--- src/rtl/bypass_net_pkg.sv ---
// Shared constants for the ID-stage operand bypass network.
// Sizing defaults plus the hard-wired zero register address.
package bypass_net_pkg;
    localparam int NUM_RD_DEF  = 2;
    localparam int NUM_SRC_DEF = 3;
    localparam int REG_AW_DEF  = 5;
    localparam int ZERO_REG    = 0;
endpackage

--- src/rtl/bypass_net_port.sv ---
// One read port of the bypass network: youngest-wins producer match,
// load-use pending detection and the per-port operand hold register.
module bypass_port
    import bypass_net_pkg::*;
#(
    parameter int NUM_SRC = NUM_SRC_DEF,
    parameter int DATA_W  = 32,
    parameter int REG_AW  = REG_AW_DEF
) (
    input  logic                      clk,
    input  logic                      rst,
    input  logic                      flush,
    input  logic                      stall_id,
    input  logic                      rd_en,
    input  logic [REG_AW-1:0]         rd_addr,
    input  logic [DATA_W-1:0]         rf_data,
    input  logic [NUM_SRC-1:0]        src_we,
    input  logic [NUM_SRC*REG_AW-1:0] src_waddr,
    input  logic [NUM_SRC*DATA_W-1:0] src_wdata,
    input  logic [NUM_SRC-1:0]        src_rdy,
    output logic [DATA_W-1:0]         opnd_data,
    output logic                      opnd_fwd,
    output logic                      pend
);
    logic                 is_zero;
    logic [NUM_SRC-1:0]   match;
    logic                 hit;
    logic                 win_rdy;
    logic [DATA_W-1:0]    win_data;
    logic                 hold_vld_reg;
    logic [DATA_W-1:0]    hold_data_reg;

    assign is_zero = rd_en && (rd_addr == REG_AW'(ZERO_REG));

    for (genvar gi = 0; gi < NUM_SRC; gi++) begin : g_match
        assign match[gi] = rd_en && src_we[gi] && !is_zero &&
                           (src_waddr[gi*REG_AW +: REG_AW] == rd_addr);
    end

    // Scan oldest to youngest so the youngest match is the last one written.
    always_comb begin
        hit      = 1'b0;
        win_rdy  = 1'b0;
        win_data = '0;
        for (int s = NUM_SRC - 1; s >= 0; s--) begin
            if (match[s]) begin
                hit      = 1'b1;
                win_rdy  = src_rdy[s];
                win_data = src_wdata[s*DATA_W +: DATA_W];
            end
        end
    end

    always_comb begin
        opnd_data = rf_data;
        opnd_fwd  = 1'b0;
        pend      = 1'b0;
        if (hold_vld_reg) begin
            opnd_data = hold_data_reg;
            opnd_fwd  = 1'b1;
        end else if (is_zero) begin
            opnd_data = '0;
        end else if (hit && win_rdy) begin
            opnd_data = win_data;
            opnd_fwd  = 1'b1;
        end else if (hit) begin
            opnd_data = '0;
            pend      = 1'b1;
        end
    end

    // Once captured, the hold wins over any later producer until ID advances.
    always_ff @(posedge clk or negedge rst) begin
        if (!rst) begin
            hold_vld_reg  <= 1'b0;
            hold_data_reg <= '0;
        end else if (flush || !stall_id) begin
            hold_vld_reg  <= 1'b0;
        end else if (!hold_vld_reg && !pend && rd_en) begin
            hold_vld_reg  <= 1'b1;
            hold_data_reg <= opnd_data;
        end
    end
endmodule

--- src/rtl/bypass_net.sv ---
// ID-stage operand bypass: one bypass_port per read port, load-use stall
// request and a saturating count of stalled cycles.
module bypass_net
    import bypass_net_pkg::*;
#(
    parameter int NUM_RD  = NUM_RD_DEF,
    parameter int NUM_SRC = NUM_SRC_DEF,
    parameter int DATA_W  = 32,
    parameter int REG_AW  = REG_AW_DEF,
    parameter int CNT_W   = 16
) (
    input  logic                      clk,
    input  logic                      rst,
    input  logic                      flush,
    input  logic                      stall_id,
    input  logic [NUM_RD-1:0]         rd_en,
    input  logic [NUM_RD*REG_AW-1:0]  rd_addr,
    input  logic [NUM_RD*DATA_W-1:0]  rf_data,
    input  logic [NUM_SRC-1:0]        src_we,
    input  logic [NUM_SRC*REG_AW-1:0] src_waddr,
    input  logic [NUM_SRC*DATA_W-1:0] src_wdata,
    input  logic [NUM_SRC-1:0]        src_rdy,
    output logic [NUM_RD*DATA_W-1:0]  opnd_data,
    output logic [NUM_RD-1:0]         opnd_fwd,
    output logic                      load_use_stall,
    output logic [CNT_W-1:0]          lu_cnt
);
    logic [NUM_RD-1:0] pend;
    logic [CNT_W-1:0]  lu_cnt_reg;

    for (genvar gi = 0; gi < NUM_RD; gi++) begin : g_port
        bypass_port #(
            .NUM_SRC (NUM_SRC),
            .DATA_W  (DATA_W),
            .REG_AW  (REG_AW)
        ) u_port (
            .clk       (clk),
            .rst       (rst),
            .flush     (flush),
            .stall_id  (stall_id),
            .rd_en     (rd_en[gi]),
            .rd_addr   (rd_addr[gi*REG_AW +: REG_AW]),
            .rf_data   (rf_data[gi*DATA_W +: DATA_W]),
            .src_we    (src_we),
            .src_waddr (src_waddr),
            .src_wdata (src_wdata),
            .src_rdy   (src_rdy),
            .opnd_data (opnd_data[gi*DATA_W +: DATA_W]),
            .opnd_fwd  (opnd_fwd[gi]),
            .pend      (pend[gi])
        );
    end

    assign load_use_stall = |pend;

    always_ff @(posedge clk or negedge rst) begin
        if (!rst) begin
            lu_cnt_reg <= '0;
        end else if (load_use_stall && !flush && (lu_cnt_reg != {CNT_W{1'b1}})) begin
            lu_cnt_reg <= lu_cnt_reg + 1'b1;
        end
    end

    assign lu_cnt = lu_cnt_reg;
endmodule

--- config.mk ---
export PLATFORM = sky130hd
export DESIGN_NAME = bypass_net
export DESIGN_NICKNAME = d
export VERILOG_FILES = /design/src/rtl/bypass_net_pkg.sv /design/src/rtl/bypass_net_port.sv /design/src/rtl/bypass_net.sv
export SDC_FILE = /design/constraint.sdc
export NUM_CORES = 1
export LEC_CHECK = 0
export ABC_AREA = 1
export BUFFER_PORTS_ARGS = -buffer_cell sky130_fd_sc_hd__buf_4
export CAP_MARGIN = 30
export CORE_UTILIZATION = 45
export DETAILED_ROUTE_END_ITERATION = 6
export MAX_ROUTING_LAYER = met4
export PLACE_DENSITY = 0.84
export SYNTH_ARGS = -nofsm -noshare
export SYNTH_HDL_FRONTEND = slang
export SYNTH_SLANG_ARGS = --single-unit
export TNS_END_PERCENT = 100
--- constraint.sdc ---
create_clock -name clk -period 2.4 [get_ports clk]
set_input_delay 0.12 -clock clk [delete_from_list [all_inputs] [get_ports clk]]
set_output_delay 0.12 -clock clk [all_outputs]
set_load 0.05 [all_outputs]
==> flow_metrics.tcl, run 1 <==
set metrics [dict create \
    coreArea_um2 17200 \
    run_status "finished, final reports clean" \
    worst_pin_slew_ns 0.699 \
    tritoncts "yes" \
    yosys_warnings 0 \
    drt_iter0_markers 921 \
    p_total_w 0.00545 \
    nFillCells 1699 \
    hold_violations 0 \
    worstSetupEndpointType "output port" \
    netlist_area_um2 7920 \
    relSlewSlack 0.534 \
    seq_area_frac_synth 0.259 \
    fmax_mhz 457 \
    critical_path.max_fanout 22 \
    final_cell_mix "nand2_1, buf_4, nand3_1" \
    p_switching_w 0.00222 \
    cp_num_buf_inv 5 \
    internal-power_w 0.00322 \
    cp_top_family "simple AND/OR/NAND/NOR gates" \
    io_pins 280 \
    cp_slowest_cell "buf_4" \
    cts_buffers 9 \
    cts.clk_slew.worst_paths_ns 0.07 \
    vias_per_cell 5.60 \
    hp-class "in2reg" \
    crit_top_cell "nand2_1" \
    p_seq_frac 0.331 \
    rows 48 \
    num_vias 10600 \
    required_ns 2.28 \
    clk_latency_ns 0.35 \
    clock-root-buffer "clkbuf_16" \
    layout_commonest_cell "nand2_1" \
    fin_worst_skew_ns 0.00886 \
    drv_cap 0 \
    num_antenna_cells 0 \
    crit_type "in2out" \
    slowest_delay_ns 0.28 \
    drt-wirelength-per-cell_um 17.0 \
    irDropWorstVdd_uv 678 \
    ys_types 28 \
    drive_above_1_share 0.232 \
    whs_path_depth 3 \
    die_h_um 135 \
    critical_path_depth 16 \
    grt_max_degree 52 \
    syn_nets 1611 \
    rsz0062_at_grt "no" \
    cts_max_level 3 \
    grt_pass1_wl_mm 49.7 \
    hp-start "stall_id" \
    initial_core_util 0.460 \
    rr_startpoint "lu_cnt[0]$_DFFE_PN0P_" \
    io_buffers 279 \
    cp_cell_sequence "buf_4 -> nor2_1 -> nand2_1 -> nor2_2 -> buf_4 -> nor2_1 -> nand2_2 -> nand2_1 -> inv_1 -> nand2_1 -> nand2_2 -> buf_4 -> nand2_1 -> nand3_1 -> nand2_1 -> buf_4" \
    cts_sinks 82 \
    start_kind "input pin" \
    syn_inst 1413 \
    largest_reg_flops 64 \
    drv_slew 0 \
    dieArea_um2 18100 \
    sw_frac_of_total 0.408 \
    gp_congestion 0.980 \
    fin_nets 1856 \
    crit_arrival_ns 2.07 \
    dp_hpwl_mm 23.9 \
    final.min_clock_period_ns 2.19 \
    p_clk_frac 0.272 \
    grt_antenna_before_repair 0 \
    holdWs_ns 0.209 \
    track_usage 0.358 \
    drt-total-wl_mm 32.0 \
    worstSetupStartpoint "rd_addr[2]" \
    clk_path_buf_depth 2 \
    setup_violations 0 \
    area_growth_pct 33.5 \
    combPwrFrac 0.397 \
    ys_seq_elements 82 \
    ant_nets 0 \
    first_global_vias 9680 \
    syn_area_per_cell_um2 5.61 \
    drt_first_pass_iters 5 \
    power_density_nw_per_um2 515 \
    die_w_um 135 \
    leakage_nw 5.89 \
    drc 0 \
    worst_r2r_path_depth 12 \
    globalRouteOverflowTotal 0 \
    period_share 0.911 \
]
## power by group through the flow
stage / clock network [W] / logic [W] / registers [W]
3_3_place_gp: 0 / 0.00212 / 0.00181
2_1_floorplan: 0 / 0.00130 / 0.00187
6_report: 0.00148 / 0.00216 / 0.00180
3_5_place_dp: 0 / 0.00214 / 0.00182
4_1_cts: 0.00149 / 0.00215 / 0.00180
5_1_grt: 0.00155 / 0.00234 / 0.00183
## path summary, 6_finish.rpt
check / endpoint / slack, ns
setup / recovery: opnd_data[22] / 0.21
hold / removal: g_port[1].u_port.hold_vld_reg$_DFFE_PN0P_ / 0.21
setup reg to reg: lu_cnt[13]$_DFFE_PN0P_ / 0.36
hold reg to reg: g_port[0].u_port.hold_data_reg[6]$_DFFE_PN0P_ / 0.48
max in group asynchronous: g_port[0].u_port.hold_data_reg[6]$_DFFE_PN0P_ / 1.30
min in group asynchronous: lu_cnt[14]$_DFFE_PN0P_ / 0.36
## routing by layer
layer | GRT usage | share of wire | vias to the layer above
li1 | - | - | 5050
met1 | 0.461 | 0.40 | 4765
met2 | 0.547 | 0.44 | 662
met3 | 0.0755 | 0.12 | 85
met4 | 0.144 | 0.033 | 0
met5 | - | 0 | -
## through the flow
step	std cells	utilization	worst slack (ns)	TNS [ns]	cell area (um^2)
final	1887	0.614	0.214	0	10600
after global routing	1887	0.614	0.0407	0	10600
after global placement	1867	0.594	-0.0481	-1.53	10200
after floorplan	1413	-	0.239	0	7920
after detailed placement	1867	0.594	-0.0828	-3.30	10200
after CTS	1883	0.612	0.181	0	10500
## cells by family (layout without fill, tap and decap cells)
kind of cell	after synthesis	after routing	synth area share
adder cells (fa/ha/maj)	1	1	0.00158
buffers and inverters	196	445	0.109
AO/OA/AOI/OAI	13	13	0.00884
AND/OR/NAND/NOR	1113	1113	0.612
flip-flops	82	82	0.259
XOR/XNOR	8	8	0.00885
## worst register-to-register path, stage by stage (launching register included)
cell	delay, ns
dfrtp_1	0.41
ha_1	0.20
nand3_1	0.14
nor3_1	0.28
nand2_1	0.11
nor2_1	0.13
nand2_1	0.15
nand2_1	0.12
nor2_1	0.07
nand3_1	0.09
inv_1	0.07
nand4_1	0.09
nand2_1	0.07
## layout make-up
cell class	count	area [um^2]	area share
sequential	82	2050	0.194
inverter	94	354	0.0335
clock inverter	6	72.6	0.00686
multi-input combinational	1135	5010	0.474
clock buffer	9	225	0.0213
timing repair buffer	336	2570	0.243
tap	225	282	0.0266
## synth_stat cells (all sizes together)
| master | instances | area, um^2 |
|---|---|---|
| ha | 1 | 12.5 |
| nor2 | 32 | 155 |
| clkbuf | 38 | 143 |
| nand3 | 284 | 1430 |
| xor2 | 6 | 52.6 |
| o21ai | 5 | 25.0 |
| a21oi | 6 | 30.0 |
| xnor2 | 2 | 17.5 |
| clkinv | 4 | 16.3 |
| nor3 | 7 | 35.0 |
| nand4 | 85 | 562 |
| inv | 90 | 338 |
| buf | 64 | 370 |
| dfrtp | 82 | 2050 |
| nand2 | 705 | 2670 |
| o211ai | 2 | 15.0 |
## timing repair
| action | CTS | global route |
|---|---|---|
| setup buffers | 0 | 4 |
| hold endpoints to repair | 49 | 0 |
| gates resized for setup | 1 | 0 |
| endpoints found under the setup margin | 26 | 4 |
| hold buffers | 1 | 0 |
| pin swaps | 0 | 1 |
No activity file was read; power rests on OpenSTA's default activity.
==> run 2, diff against run 1 <==
ABC_AREA = default   (was 1)
PLACE_DENSITY = 0.88   (was 0.84)
==> run 2 against run 1 <==
  * The flow now finishes with violations (design-rule violations, negative setup slack)
  * Clock power down 7%
  * Power up 9.9%
  * Die area down 21%
  * Largest cell class unchanged
  * Sequential cell count unchanged
  * Largest power group unchanged
  * Sequential power up 6%
  * Register-to-register slack worse by 0.46 ns
  * First-iteration DRC count up 38%
==> flow_metrics.tcl, run 2 <==
set metrics [dict create \
    slowest_delay_ns 0.56 \
    yosys_warnings 0 \
    rsz0062_at_grt "yes" \
    syn_area_per_cell_um2 8.73 \
    rr_startpoint "lu_cnt[3]$_DFFE_PN0P_" \
    die_w_um 120 \
    regToRegSetupSlack_ns -0.10 \
    placed_area_um2 10200 \
    drt_first_pass_iters 7 \
    drv_cap 0 \
    hp-class "in2reg" \
    drive_above_1_share 0.650 \
    gp_congestion 1.03 \
    yosysTopAreaCell "dfrtp_1" \
    ys_seq_elements 82 \
    fin_worst_skew_ns 0.00417 \
    ys_top_cells_by_area "dfrtp_1, a221oi_1, nor2_1" \
    worst_pin_slew_ns 0.729 \
    seq_area_frac_synth 0.329 \
    clk_latency_ns 0.36 \
    required_ns 2.28 \
    p_total_w 0.00599 \
    largest_reg_flops 64 \
    drt_iter0_markers 1273 \
    crit_arrival_ns 2.98 \
    tritoncts "yes" \
    drt-total-wl_mm 38.9 \
    cts_max_level 3 \
    setup_violations 115 \
    cts_buffers 9 \
    netlist_area_um2 6240 \
    track_usage 0.448 \
    run_status "finished with violations" \
    period_share 1.29 \
    leakage_nw 5.45 \
    dp_hpwl_mm 21.1 \
    clk_path_buf_depth 2 \
    rows 42 \
    dieArea_um2 14300 \
    cp_slowest_cell "or4_4" \
    layout_commonest_cell "buf_4" \
    crit_type "in2out" \
    grt_max_degree 48 \
    area_growth_pct 98.3 \
    first_global_vias 8733 \
    drv_slew 0 \
    fin_nets 1299 \
    grt_pass1_wl_mm 48.0 \
    synth_most_common_cell "nor2_1" \
    setup_ws_ns -0.697 \
    cts.clk_slew.worst_paths_ns 0.07 \
    io_buffers 279 \
    final.min_clock_period_ns 3.10 \
    ys.flop_type "dfrtp_1" \
    whs_path_depth 3 \
    irDropWorstVdd_uv 460 \
    vias_per_cell 7.34 \
    fin_area_um2 12400 \
    coreArea_um2 13400 \
    worstSetupEndpointType "output port" \
    relSlewSlack 0.514 \
    ant_nets 0 \
    cts_sinks 82 \
    initial_core_util 0.466 \
    cp-endpoint "opnd_data[62]" \
    pre_cts_ws_ns -0.375 \
    violations "design-rule violations, negative setup slack" \
    synth-edff-count 0 \
    syn_inst 715 \
    worst_r2r_path_depth 8 \
    yosys.area.top_type_share 0.329 \
    cp_cell_sequence "buf_8 -> or4_4 -> o21ai_4 -> nand4b_1 -> buf_6 -> buf_4 -> buf_4 -> nor2_1 -> a21oi_2 -> a22oi_2 -> a211oi_2 -> a21o_1 -> buf_6" \
    syn_nets 913 \
    async_flop_share 1.00 \
    hold_violations 0 \
    power_density_nw_per_um2 484 \
    die_h_um 120 \
    drc 34 \
    r2r_end "lu_cnt[6]$_DFFE_PN0P_" \
    globalRouteOverflowTotal 0 \
    fmax_mhz 323 \
    worstSetupStartpoint "rd_addr[5]" \
    num_vias 9412 \
    final_cell_mix "buf_4, nor2_1, dfrtp_1" \
    clock-root-buffer "clkbuf_16" \
    critical_path.max_fanout 7 \
    ys_types 58 \
    io_pins 280 \
    synthTopCellsByCount "nor2_1, dfrtp_1, nor3_1" \
    start_kind "input pin" \
    grt_antenna_before_repair 1 \
    drt-wirelength-per-cell_um 30.4 \
]
## run 2: layout make-up
class / instances / area, um^2
Fill cell: 461 / 1020
Clock buffer: 9 / 225
Inverter: 37 / 146
Antenna cell: 1 / 2.50
Timing Repair Buffer: 448 / 4230
Sequential cell: 82 / 2060
Multi-Input combinational cell: 523 / 5450
Clock inverter: 7 / 53.8
Tap cell: 176 / 220
## run 2: power breakdown
part	internal [W]	switching (W)	total [W]	leakage, nW
registers	0.00166	0.000233	0.00190	1.03
logic	0.00125	0.00147	0.00271	4.29
clock network	0.000712	0.000668	0.00138	0.134
total	0.00362	0.00237	0.00599	5.45
## run 2: worst min path at each step
stage	from	end	slack [ns]
6_report	rf_data[58]	g_port[1].u_port.hold_data_reg[26]$_DFFE_PN0P_	0.01
5_1_grt	rf_data[34]	g_port[1].u_port.hold_data_reg[2]$_DFFE_PN0P_	0.01
4_1_cts	rf_data[54]	g_port[1].u_port.hold_data_reg[22]$_DFFE_PN0P_	0.002
3_5_place_dp	rst	lu_cnt[1]$_DFFE_PN0P_	0.17
3_3_place_gp	rst	lu_cnt[2]$_DFFE_PN0P_	0.17
2_1_floorplan	rst	g_port[0].u_port.hold_data_reg[0]$_DFFE_PN0P_	-0.18
## run 2: cells by family (layout without fill, tap and decap cells)
kind of cell / after synthesis / in the layout / synth area share
other cells: 0 / 1 / 0
fa+ha+maj: 1 / 1 / 0.00200
compound gates: 208 / 208 / 0.280
flops: 82 / 82 / 0.329
buf+inv: 110 / 501 / 0.0745
simple gates: 234 / 234 / 0.188
mux: 36 / 36 / 0.0645
xor+xnor: 44 / 44 / 0.0617
## run 2: stage by stage
| stage | hold WS (ns) | utilization | cells | setup TNS (ns) |
|---|---|---|---|---|
| 2_1_floorplan | -0.176 | - | 715 | -3.64 |
| 3_3_place_gp | 0.173 | 0.762 | 1214 | -35.79 |
| 3_5_place_dp | 0.168 | 0.762 | 1214 | -41.58 |
| 4_1_cts | 0.00164 | 0.858 | 1251 | -9.49 |
| 5_1_grt | 0.0126 | 0.924 | 1283 | -35.23 |
| 6_report | 0.0121 | 0.924 | 1283 | -28.47 |
## run 2: what timing repair did
item                                    4_1_cts  5_1_grt
hold endpoints to repair                     57        0
cloned                                        1        2
pin swaps                                    50       51
hold buffers                                 12        0
endpoints found under the setup margin       68      138
buffers inserted                             19       35
gates resized for setup                     175       99
## run 2: per-layer routing
| layer | wire [um] | vias up | part of all wire | global-route usage |
|---|---|---|---|---|
| li1 | - | 3557 | - | - |
| met1 | 12600 | 4447 | 0.32 | 0.535 |
| met2 | 17400 | 1017 | 0.45 | 0.725 |
| met3 | 5100 | 391 | 0.13 | 0.0984 |
| met4 | 3840 | 0 | 0.099 | 0.199 |
| met5 | 0 | - | 0 | - |
## run 2: worst max-delay path, delay by kind of cell
family	cells	cell delay, ns
buffers and inverters	5	0.65
AOI/OAI and AO/OA	5	1.39
and+or+nand+nor	3	0.80
==> run 3, diff against run 2 <==
PLACE_DENSITY = 0.77   (was 0.88)
==> run 3 against run 2 <==
  * Area after synthesis did not move
  * Synthesized cell count did not move
  * The run now fails in 5_1_grt
==> flow_metrics.tcl, run 3 <==
set metrics [dict create \
    worst_endpoint "opnd_data[39]" \
    grt_max_degree 73 \
    async_flop_share 1.00 \
    clock-root-buffer "clkbuf_16" \
    syn_area_per_cell_um2 8.73 \
    ys_types 58 \
    netlist_area_um2 6240 \
    synthTopCellsByCount "nor2_1, dfrtp_1, nor3_1" \
    yosys_warnings 0 \
    dp_hpwl_mm 20.9 \
    initial_core_util 0.466 \
    ys_top_cells_by_area "dfrtp_1, a221oi_1, nor2_1" \
    synth_most_common_cell "nor2_1" \
    cts_max_level 3 \
    error "[ERROR DPL-0038] Utilization greater than 100%, impossible to legalize" \
    pre_cts_ws_ns -0.659 \
    worst-ep-kind "output port" \
    yosys.area.top_type_share 0.329 \
    clk_path_buf_depth 2 \
    ys.flop_type "dfrtp_1" \
    synth-edff-count 0 \
    rows 42 \
    run_status "did not finish" \
    gp_congestion 1.08 \
    ys_seq_elements 82 \
    cts_sinks 82 \
    die_h_um 120 \
    flow.stopped_at "5_1_grt" \
    cts_buffers 9 \
    io_buffers 279 \
    syn_inst 715 \
    die_w_um 120 \
    yosysTopAreaCell "dfrtp_1" \
    syn_nets 913 \
    seq_area_frac_synth 0.329 \
    io_pins 280 \
    dp_cells 1200 \
]
[run 3: cell counts after synthesis]
No cell type changed its count.
[run 3: kinds of logic after synthesis]
group,count (synthesis),share of synthesized area
compound gates,208,0.280
buf+inv,110,0.0745
flops,82,0.329
fa+ha+maj,1,0.00200
simple gates,234,0.188
mux,36,0.0645
xor+xnor,44,0.0617
[run 3: repair_timing]
item	CTS
resized for setup	257
pin swaps	97
hold endpoints to repair	74
gates cloned	18
hold buffers	5
endpoints found under the setup margin	114
setup buffers	59
[run 3: per-stage QoR]
| step | util | setup TNS (ns) | area [um^2] |
|---|---|---|---|
| CTS | 0.943 | -15.44 | 12600 |
| detailed placement | 0.755 | -63.19 | 10100 |
| global placement | 0.753 | -63.48 | 10100 |
| floorplan | - | -3.64 | 7130 |
==> run 4, diff against run 3 <==
CORE_UTILIZATION = 30   (was 45)
MAX_ROUTING_LAYER = default   (was met4)
PLACE_DENSITY = default   (was 0.77)
PLACE_DENSITY_LB_ADDON = 0.15   (was default)
==> run 4 against run 3 <==
  * The flow now finishes, with violations (negative setup slack)
==> flow_metrics.tcl, run 4 (synthesized netlist as in run 2, its figures left out) <==
set metrics [dict create \
    whs_path_depth 3 \
    regToRegSetupSlack_ns 0.05 \
    cts_max_level 3 \
    worst_r2r_path_depth 8 \
    clk_latency_ns 0.36 \
    final_cell_mix "buf_4, nor2_1, buf_6" \
    setup_violations 116 \
    hp-start "rf_data[58]" \
    hold_violations 0 \
    drt-wirelength-per-cell_um 22.9 \
    dp_cells 1318 \
    rr_startpoint "lu_cnt[3]$_DFFE_PN0P_" \
    hp-class "in2reg" \
    first_global_vias 7904 \
    num_vias 8134 \
    slowest_delay_ns 0.57 \
    initial_core_util 0.308 \
    cp_top_family "compound AO/OA/AOI/OAI gates" \
    internal-power_w 0.00404 \
    drt-total-wl_mm 32.8 \
    setup_ws_ns -0.288 \
    drive_above_1_share 0.689 \
    cts_buffers 9 \
    period_share 1.12 \
    sw_frac_of_total 0.355 \
    io_pins 280 \
    drt_iter0_markers 577 \
    p_total_w 0.00626 \
    track_usage 0.280 \
    worstSetupEndpointType "output port" \
    required_ns 2.28 \
    irDropWorstVdd_uv 395 \
    fin_nets 1351 \
    fmax_mhz 372 \
    layout_commonest_cell "buf_4" \
    drt_first_pass_iters 6 \
    p_seq_frac 0.295 \
    p_clk_frac 0.275 \
    fin_worst_skew_ns 0.0102 \
    power_density_nw_per_um2 449 \
    gp_congestion 0.930 \
    io_buffers 279 \
    cts.clk_slew.worst_paths_ns 0.07 \
    grt_max_degree 47 \
    globalRouteOverflowTotal 0 \
    rows 52 \
    r2r_end "lu_cnt[1]$_DFFE_PN0P_" \
    crit_type "in2out" \
    crit_arrival_ns 2.57 \
    clk_path_buf_depth 2 \
    rsz0062_at_grt "yes" \
    grt_antenna_before_repair 2 \
    coreArea_um2 20300 \
    die_h_um 146 \
    run_status "finished with violations" \
    combPwrFrac 0.430 \
    drv_slew 0 \
    instances_no_fill 1430 \
    cp_cell_sequence "buf_8 -> or4_4 -> o21a_4 -> nand4_4 -> buf_6 -> nor2_2 -> a2111o_2 -> buf_12 -> buf_12 -> nor3_4 -> a221o_2 -> buf_8" \
    cts_sinks 82 \
    worst_pin_slew_ns 0.722 \
    final.min_clock_period_ns 2.69 \
    nFillCells 1516 \
    clock-root-buffer "clkbuf_16" \
    violations "negative setup slack" \
    grt_pass1_wl_mm 46.2 \
    vias_per_cell 5.69 \
    cp_num_buf_inv 5 \
    leakage_nw 5.92 \
    p_switching_w 0.00223 \
    cp_slowest_cell "or4_4" \
    tritoncts "yes" \
    final_util 0.687 \
    ant_nets 0 \
    largest_reg_flops 64 \
    critical_path.max_fanout 6 \
    dieArea_um2 21400 \
    min_to "g_port[1].u_port.hold_data_reg[26]$_DFFE_PN0P_" \
    relSlewSlack 0.519 \
    drv_cap 0 \
    start_kind "input pin" \
    drc 0 \
    fin_setup_tns_ns -18.17 \
    dp_hpwl_mm 21.2 \
    area_growth_pct 124 \
    die_w_um 146 \
]
-- run 4: timing repair --
action	4_1_cts	5_1_grt
hold buffers	15	0
gates cloned	12	7
endpoints found under the setup margin	90	137
gates resized for setup	271	146
pin swaps	44	82
endpoints found under the hold margin	59	0
buffers inserted	40	54
-- run 4: worst max path at each step --
stage	slack, ns	end	from	depth (start not counted)
floorplan	-0.13	g_port[0].u_port.hold_data_reg[19]$_DFFE_PN0P_	rd_addr[4]	10
global placement	-0.47	opnd_data[33]	rd_addr[6]	13
detailed placement	-0.48	opnd_data[33]	rd_addr[6]	13
CTS	-0.26	opnd_data[20]	rd_addr[3]	11
global route	-0.34	opnd_data[63]	rd_addr[6]	14
finish	-0.29	opnd_data[18]	rd_addr[3]	12
-- run 4: area by class of cell --
| cell class | instances | area [um^2] | share of cell area |
|---|---|---|---|
| Antenna cell | 2 | 5.00 | 0.000359 |
| Inverter | 37 | 151 | 0.0108 |
| Multi-Input combinational cell | 524 | 6050 | 0.433 |
| Sequential cell | 82 | 2060 | 0.147 |
| Tap cell | 270 | 338 | 0.0242 |
| Clock inverter | 7 | 130 | 0.00932 |
| Clock buffer | 9 | 225 | 0.0161 |
| Timing Repair Buffer | 499 | 5000 | 0.358 |
-- run 4: routing by layer --
metal  GRT usage  part of all wire  wire length, um
met4      0.0917             0.033             1080
met2       0.449              0.48            15800
met3      0.0503             0.063             2070
met1       0.381              0.42            13800
met5           0                 0                0
-- run 4: worst register-to-register path: stages (launching register included) --
cell and delay [ns]:
dfrtp_2 0.44, nand4_1 0.20, nor2_1 0.28, and4_1 0.28, nand2_1 0.14, nor2_1 0.35
buf_4 0.22, nor3_4 0.05, mux2_4 0.29
-- run 4: power groups by stage --
stage	logic [W]	clock network (W)	registers, W
after floorplan	0.00133	0	0.00186
after global placement	0.00221	0	0.00186
after detailed placement	0.00222	0	0.00185
after CTS	0.00252	0.00175	0.00184
after global routing	0.00282	0.00180	0.00188
final	0.00269	0.00172	0.00185
-- run 4: per-stage QoR --
stage | setup slack, ns | cell area [um^2] | hold WS [ns]
after floorplan | -0.127 | 7130 | -0.176
after global placement | -0.470 | 10400 | 0.179
after detailed placement | -0.476 | 10400 | 0.174
after CTS | -0.260 | 12700 | 0.000252
after global routing | -0.342 | 14000 | 0.00771
final | -0.288 | 14000 | 0.00591
